===== src/rtl/btn_gesture_ctrl_pkg.sv =====
// Shared state encodings and default millisecond constants for the button gesture path.
// Also used by the btn_deb_onepulse_ce benches.
package btn_gesture_ctrl_pkg;

    localparam logic [2:0] S_IDLE  = 3'd0;
    localparam logic [2:0] S_DOWN1 = 3'd1;
    localparam logic [2:0] S_GAP   = 3'd2;
    localparam logic [2:0] S_DOWN2 = 3'd3;
    localparam logic [2:0] S_HOLD  = 3'd4;

    localparam int DEF_LONG_MS    = 800;
    localparam int DEF_DBL_GAP_MS = 300;
    localparam int DEF_REPEAT_MS  = 100;
    localparam int DEF_CNT_W      = 10;

    // States in which the button is expected to be physically down
    function automatic logic is_held_state(input logic [2:0] s);
        return (s == S_DOWN1) || (s == S_DOWN2) || (s == S_HOLD);
    endfunction

endpackage


===== src/rtl/btn_gesture_ctrl_ms_tick_timer.sv =====
// Millisecond timer for the gesture FSM: clear, tick increment, saturation.
// o_hit flags the tick on which the count becomes i_cmp.
module ms_tick_timer #(
    parameter int CNT_W = 10
) (
    input  logic             clk,
    input  logic             rst_n,
    input  logic             i_clr,
    input  logic             i_inc,
    input  logic [CNT_W-1:0] i_cmp,
    output logic             o_hit
);

    localparam logic [CNT_W-1:0] CNT_MAX = '1;

    logic [CNT_W-1:0] r_cnt;
    logic [CNT_W-1:0] w_cmp_m1;

    assign w_cmp_m1 = i_cmp - 1'b1;

    // Independent of i_clr: the clear decision is itself derived from o_hit
    assign o_hit = i_inc && (r_cnt == w_cmp_m1);

    always_ff @(posedge clk or negedge rst_n) begin
        if (!rst_n) begin
            r_cnt <= '0;
        end else if (i_clr) begin
            r_cnt <= '0;
        end else if (i_inc && (r_cnt != CNT_MAX)) begin
            r_cnt <= r_cnt + 1'b1;
        end
    end

endmodule


===== src/rtl/btn_gesture_ctrl.sv =====
// Button gesture sequencer: single click, double click, long press.
// Define AUTO_REPEAT_EN to emit repeat pulses while a long press is held.
module btn_gesture_ctrl
    import btn_gesture_ctrl_pkg::*;
#(
    parameter int LONG_MS    = DEF_LONG_MS,
    parameter int DBL_GAP_MS = DEF_DBL_GAP_MS,
    parameter int REPEAT_MS  = DEF_REPEAT_MS,
    parameter int CNT_W      = DEF_CNT_W
) (
    input  logic clk,
    input  logic rst_n,
    input  logic tick_ce,
    input  logic pressed,
    input  logic press_pulse,
    input  logic release_pulse,
    output logic click,
    output logic dbl_click,
    output logic long_press,
    output logic repeat_pulse,
    output logic busy
);

    generate
        if (LONG_MS < 2 || DBL_GAP_MS < 2 || REPEAT_MS < 1 ||
            LONG_MS >= 2**CNT_W || DBL_GAP_MS >= 2**CNT_W ||
            REPEAT_MS >= 2**CNT_W) begin : g_bad_param
            $error("btn_gesture_ctrl: *_MS out of range for CNT_W");
        end
    endgenerate

    localparam logic [CNT_W-1:0] LONG_C = CNT_W'(LONG_MS);
    localparam logic [CNT_W-1:0] GAP_C  = CNT_W'(DBL_GAP_MS);
`ifdef AUTO_REPEAT_EN
    localparam logic [CNT_W-1:0] REP_C  = CNT_W'(REPEAT_MS);
`endif

    logic [2:0]       r_state;
    logic             r_click;
    logic             r_dbl;
    logic             r_long;

    logic [2:0]       w_nstate;
    logic             w_click_d;
    logic             w_dbl_d;
    logic             w_long_d;
    logic             w_rep_d;
    logic             w_rclr;
    logic             w_clr;
    logic             w_inc;
    logic             w_hit;
    logic [CNT_W-1:0] w_cmp;

    // A same-cycle press or release consumes the tick
    assign w_inc = tick_ce && !press_pulse && !release_pulse;
    assign w_clr = (w_nstate != r_state) || w_rclr;

    always_comb begin
        w_cmp = LONG_C;
        case (r_state)
            S_GAP:   w_cmp = GAP_C;
`ifdef AUTO_REPEAT_EN
            S_HOLD:  w_cmp = REP_C;
`endif
            default: w_cmp = LONG_C;
        endcase
    end

    ms_tick_timer #(
        .CNT_W (CNT_W)
    ) u_timer (
        .clk   (clk),
        .rst_n (rst_n),
        .i_clr (w_clr),
        .i_inc (w_inc),
        .i_cmp (w_cmp),
        .o_hit (w_hit)
    );

    always_comb begin
        w_nstate  = r_state;
        w_click_d = 1'b0;
        w_dbl_d   = 1'b0;
        w_long_d  = 1'b0;
        w_rep_d   = 1'b0;
        w_rclr    = 1'b0;
        // Lost release: level says up but no pulse arrived
        if (is_held_state(r_state) && !release_pulse && !pressed) begin
            w_nstate = S_IDLE;
        end else begin
            case (r_state)
                S_IDLE: begin
                    if (press_pulse && !release_pulse) begin
                        w_nstate = S_DOWN1;
                    end
                end
                S_DOWN1: begin
                    if (release_pulse) begin
                        w_nstate = S_GAP;
                    end else if (w_hit) begin
                        w_long_d = 1'b1;
                        w_nstate = S_HOLD;
                    end
                end
                S_GAP: begin
                    if (press_pulse && !release_pulse) begin
                        w_nstate = S_DOWN2;
                    end else if (w_hit) begin
                        w_click_d = 1'b1;
                        w_nstate  = S_IDLE;
                    end
                end
                S_DOWN2: begin
                    if (release_pulse) begin
                        w_dbl_d  = 1'b1;
                        w_nstate = S_IDLE;
                    end else if (w_hit) begin
                        w_click_d = 1'b1;
                        w_long_d  = 1'b1;
                        w_nstate  = S_HOLD;
                    end
                end
                S_HOLD: begin
                    if (release_pulse) begin
                        w_nstate = S_IDLE;
`ifdef AUTO_REPEAT_EN
                    end else if (w_hit) begin
                        w_rep_d = 1'b1;
                        w_rclr  = 1'b1;
`endif
                    end
                end
                default: begin
                    w_nstate = S_IDLE;
                end
            endcase
        end
    end

    always_ff @(posedge clk or negedge rst_n) begin
        if (!rst_n) begin
            r_state <= S_IDLE;
            r_click <= 1'b0;
            r_dbl   <= 1'b0;
            r_long  <= 1'b0;
        end else begin
            r_state <= w_nstate;
            r_click <= w_click_d;
            r_dbl   <= w_dbl_d;
            r_long  <= w_long_d;
        end
    end

`ifdef AUTO_REPEAT_EN
    logic r_rep;

    always_ff @(posedge clk or negedge rst_n) begin
        if (!rst_n) begin
            r_rep <= 1'b0;
        end else begin
            r_rep <= w_rep_d;
        end
    end

    assign repeat_pulse = r_rep;
`else
    logic w_rep_unused;

    assign w_rep_unused = w_rep_d | w_rclr;
    assign repeat_pulse = 1'b0;
`endif

    assign click      = r_click;
    assign dbl_click  = r_dbl;
    assign long_press = r_long;
    assign busy       = (r_state != S_IDLE);

endmodule


===== config.mk =====
export PLATFORM = sky130hd
export DESIGN_NAME = btn_gesture_ctrl
export DESIGN_NICKNAME = d
export VERILOG_FILES = /design/src/rtl/btn_gesture_ctrl_pkg.sv /design/src/rtl/btn_gesture_ctrl_ms_tick_timer.sv /design/src/rtl/btn_gesture_ctrl.sv
export SDC_FILE = /design/constraint.sdc
export NUM_CORES = 1
export LEC_CHECK = 0
export CAP_MARGIN = 10
export CELL_PAD_IN_SITES_DETAIL_PLACEMENT = 0
export CELL_PAD_IN_SITES_GLOBAL_PLACEMENT = 1
export CORE_ASPECT_RATIO = 1.4
export CORE_MARGIN = 3
export CORE_UTILIZATION = 35
export CTS_CLUSTER_DIAMETER = 120
export DETAILED_ROUTE_END_ITERATION = 12
export GPL_TIMING_DRIVEN = 0
export PLACE_DENSITY_LB_ADDON = 0.1
export SETUP_SLACK_MARGIN = 0.1
export SLEW_MARGIN = 5
export SYNTH_ARGS = -nofsm -noshare
export SYNTH_HDL_FRONTEND = slang
export SYNTH_SLANG_ARGS = --single-unit

===== constraint.sdc =====
create_clock -name clk -period 2.2 [get_ports clk]
set_clock_uncertainty 0.1 [all_clocks]
set_input_delay 0.22 -clock clk [delete_from_list [all_inputs] [get_ports clk]]
set_output_delay 0.22 -clock clk [all_outputs]
set_load 0.02 [all_outputs]

* Yosys cells after proc, flatten, opt, wreduce, memory -nomap -nowiden
Index checks and enable logic that the tools add are counted. Widths: inputs -> output; s select.
Storage, ports and cells: flip-flop bits (word level) 16, bits in latches 0, bits in writable memories 0, ROM bits 0, bits of input ports 6, output and inout port bits 5, word-level logic and storage cells 52, memories kept 0
Operators by class: add/sub/neg operators 2, $mul 0, divide/modulo/power cells 0, order comparisons 0, equality and inequality tests 7, shift operators 0, mux-type cells 22, bitwise operators 0, reductions and logical operators 16
Operators by type and width (number):
- $mux 10 | 3
- $mux 3 | 8
- $pmux 3 s5 | 1
- $add 10x1->10 const B | 1
- $eq 10x10->1 | 1
- $ne 10x10->1 const B | 1
- $sub 10x1->10 const B | 1
- $mux 1 | 9
- $logic_and 1x1->1 | 7
- $eq 3x2->1 const B | 2
- $eq 3x1->1 const B | 1
- $eq 3x3->1 const B | 1
- $logic_not 1->1 | 3
- $logic_not 3->1 | 1
- $ne 3x3->1 | 1
- $reduce_bool 3->1 | 1
- $logic_or 1x1->1 | 2
- $pmux 1 s2 | 1
- $reduce_bool 2->1 | 1
- $reduce_or 2->1 | 1

* Logic depth before layout (Yosys ltp)
word-level depth 11, gate-level depth with buffers 5, mapped depth without buffers 5

* Cells and area by module
From an unflattened synthesis, not the netlist that was laid out.
Second synthesis, totals: cell total of the unflattened synthesis 145, area, all modules 1224.9 µm²
Modules (own cells, without submodules):
- ms_tick_timer | times used 1, cells each 103, area an instance 862.1 µm², seq. area each 250.2 µm²
- btn_gesture_ctrl | times used 1, cells each 42, area an instance 362.8 µm², seq. area each 150.1 µm²

* Worst setup path before layout
Ideal clock, no wire load.
path kind register to register, from register u_timer.r_cnt[0], to register r_click, in the netlist click, library setup time 0.107 ns, data arrival time 1.620 ns, data required time 1.993 ns, path slack 0.374 ns, stages on the path, launching flop included 6, buffers on the path 0, clock period less this slack 1.826 ns, cells stage by stage dfrtp_1 > ha_1 > nor4bb_1 > nand2_1 > or2_4 > a2111oi_4
On the way: cells in the longest elaborated chain, start to end 6, elaborated cells on any way between the ends 7, those cells by class 1 x eq/ne; 5 x mux; 1 x reduce/logical
RTL lines:
- from (decl) | RTL line btn_gesture_ctrl_ms_tick_timer.sv:16 | logic [CNT_W-1:0] r_cnt;
- from (signal assigned) | RTL line btn_gesture_ctrl_ms_tick_timer.sv:30 | r_cnt <= r_cnt + 1'b1;
- $eq 10x10->1 * | RTL line btn_gesture_ctrl_ms_tick_timer.sv:22 | assign o_hit = i_inc && (r_cnt == w_cmp_m1);
- $logic_and 1x1->1 * | RTL line btn_gesture_ctrl_ms_tick_timer.sv:22
- $mux 1 * | RTL line btn_gesture_ctrl.sv:108, btn_gesture_ctrl.sv:117
- $mux 1 (on tied branches) | RTL line btn_gesture_ctrl.sv:114, btn_gesture_ctrl.sv:106
- $pmux 1 s2 * | RTL line btn_gesture_ctrl.sv:91 | case (r_state)
- $mux 1 * | RTL line btn_gesture_ctrl.sv:88 | if (is_held_state(r_state) && !release_pulse && !pressed) begin
- via w_click_d | RTL line btn_gesture_ctrl.sv:44 | logic w_click_d;
- to (signal assigned) | RTL line btn_gesture_ctrl.sv:148 | r_click <= w_click_d;
- to (decl) | RTL line btn_gesture_ctrl.sv:39 | logic r_click;
The timed path passes the listed nets; every way through them passes the cells marked *. A chain may end at the register's enable or synchronous reset.

* Final worst setup path
Ends and elaborated chain as after synthesis.

==> impl_metrics.env <==
export IMPL_r2r_cells=5
export IMPL_start_util_pct=37.30
export IMPL_yosysWarnings=0
export IMPL_fmax_ghz=0.5021
export IMPL_irDropWorstVdd_mv=0.3050
export IMPL_path_clk_slew_ns=0.10
export IMPL_first_pass_iters=4
export IMPL_num_nets_final=120
export IMPL_portBuffers=8
export IMPL_n_fill_cell=288
export IMPL_layout_commonest_cell="dfrtp_1"
export IMPL_period_share_pct=90.52
export IMPL_yosysSeqAreaShare_pct=40.20
export IMPL_cts_sinks=16
export IMPL_static_leakage_power_nw=0.4776
export IMPL_die_w_um=51.09
export IMPL_clk_latency_ns=0.30
export IMPL_dp_cells=142
export IMPL_critical_path_class="reg -> reg"
export IMPL_netlist_area_um2=996.0
export IMPL_clock_tree_root_cell="clkbuf_4"
export IMPL_synth_top_area_share_pct=40.20
export IMPL_min_period_ns=1.991
export IMPL_overflow=0
export IMPL_dp_hpwl_um=1716
export IMPL_synth_seq_cells=16
export IMPL_die_h_um=69.12
export IMPL_multi_input_area_um2=578.1
export IMPL_worstMarginPinSlew_ns=0.7497
export IMPL_hold_path_class="in -> reg"
export IMPL_wire_per_inst_um=15.69
export IMPL_first_iter_violations=22
export IMPL_r2r_end="click"
export IMPL_synth_edf_count=0
export IMPL_grt_usage_pct=15.24
export IMPL_tns_ns=0
export IMPL_min_to="r_state[0]"
export IMPL_synth_distinct_cells=41
export IMPL_avgViaCountPerCell=5.723
export IMPL_clockBufferDepth=2
export IMPL_fp_coreArea_um2=2670
export IMPL_rows=22
export IMPL_drc_errors=0
export IMPL_cts_buffers_inserted=3
export IMPL_ys_flop_type="dfrtp_1"
export IMPL_rr_startpoint="u_timer.r_cnt[0]"
export IMPL_diodes=0
export IMPL_outcome="complete, no violations"
export IMPL_routabilityCongestion=0.8033
export IMPL_start_kind="flop"
export IMPL_grt_max_degree=17
export IMPL_holdBufCountCts=0
export IMPL_cts_max_level=1
export IMPL_relSlewSlack_pct=49.86
export IMPL_hold_violations=0
export IMPL_final_cell_mix="16 x dfrtp_1, 7 x nand2_1, 7 x clkdlybuf4s50_1"
export IMPL_vias=847
export IMPL_worst_ep_required_time_ns=2.29
export IMPL_crit_arrival_ns=2.09
export IMPL_seq_area_um2=400.4
export IMPL_boundaryPins=11
export IMPL_path_max_fanout=4
export IMPL_maxCapViolations=0
export IMPL_area_growth_pct=19.60
export IMPL_hold_start="release_pulse"
export IMPL_async_reset_ff_share_pct=100.0
export IMPL_syn_nets=105
export IMPL_grt_antenna_before_repair=0
export IMPL_synthCells=98
export IMPL_rsz0062_at_grt="false"
export IMPL_ant_nets=0
export IMPL_cp_end_kind="flop"
export IMPL_avgSynthCellArea_um2=10.16
export IMPL_rrSetupSlack_ns=0.21
export IMPL_layout_drive_gt1_share_pct=16.96
export IMPL_synthTopCellsByArea="dfrtp_1 40%, a21oi_1 3.0%, mux2i_1 3.0%"
export IMPL_tritoncts="yes"
export IMPL_grt_pass1_wl_um=4008
export IMPL_wl_um=2322
export IMPL_instances_no_fill=148
export IMPL_holdPathStages=2
export IMPL_setup_violations=0
export IMPL_grt_pass1_vias=829
export IMPL_drv_slew=0
export IMPL_dieArea_um2=3531
export IMPL_yosys_area_top_type="dfrtp_1"
export IMPL_powerDensity_nw_per_um2=532.2
-- power by group --
group / switching, mW / total [mW] / internal (mW)
combinational: 0.0616 / 0.109 / 0.0477
sequential: 0.0156 / 0.319 / 0.304
clock: 0.104 / 0.205 / 0.101
-- routing by layer --
metal | GRT usage (%) | wire length, µm | vias to the layer above
li1 | - | - | 403
met1 | 17.80 | 946 | 418
met2 | 25.82 | 1255 | 21
met3 | 2.808 | 69 | 5
met4 | 7.485 | 50 | 0
met5 | 0 | 0 | -
-- through the flow --
step	instance area, µm²	hold slack, ns	util (%)	setup slack [ns]	total power [mW]
after CTS	1157	0.01351	43.35	0.1053	0.6390
after global routing	1191	0.01235	44.61	0.1007	0.6681
after detailed placement	1121	0.3413	41.99	0.05012	0.4298
after global placement	1121	0.3316	41.99	0.04055	0.4285
final	1191	0.01791	44.61	0.2085	0.6339
after floorplan	996.0	-0.1756	-	0.3737	0.3866
-- sequential cells by signal, indices dropped and copies added (netlist names) --
name and cells:
long_press 1, click 1, r_state 3, dbl_click 1
u_timer.r_cnt 10
-- final cells by class --
cell class	count	area share, %
well taps	36	3.782
flip-flops and latches	16	33.61
repair buffers	10	8.193
plain buffers	2	1.576
clock buffers	4	3.046
multi-input cells	76	48.53
inverters	4	1.261
-- synth_stat cells, types with 3 or more instances --
library cell  number
a211oi_1           3
a21oi_1            6
dfrtp_1           16
inv_1              4
mux2i_1            3
nand2_1            8
nand2b_1           3
nand3_1            5
nor2_1             4
o211ai_1           3
o21ai_0            3
or3_1              3
xor2_1             3
-- how the worst max path moves through the flow --
stage	start	slack (ns)	end
floorplan	u_timer.r_cnt[0]	0.37	click
global placement	press_pulse	0.04	u_timer.r_cnt[8]
detailed placement	press_pulse	0.05	u_timer.r_cnt[5]
CTS	u_timer.r_cnt[0]	0.11	u_timer.r_cnt[5]
global route	u_timer.r_cnt[0]	0.10	u_timer.r_cnt[3]
finish	u_timer.r_cnt[0]	0.21	click
-- kinds of logic (layout without fill, tap and decap cells) --
logic type,count (synthesis),after routing,synth area share [%]
AOI/OAI and AO/OA,28,28,23.62
xor gates and xnor gates,3,3,2.639
adders and majority gates,1,1,1.256
buffers and inverters,6,20,3.392
DFF,16,16,40.20
muxes,3,3,3.015
other,1,1,0.3765
and+or+nand+nor,40,40,25.50
-- what timing repair did --
item,in CTS,in global routing
endpoints found under the setup margin,0,13
setup buffers,0,2
resized for setup,0,4
-- worst max-delay path, cell delays in order, from the launching register on --
cell and delay (ns):
dfrtp_1 0.41, ha_1 0.22, nor4bb_2 0.38, nand2_2 0.15
or2_4 0.30, a2111oi_4 0.32
Power figures use the tool's default switching activity.
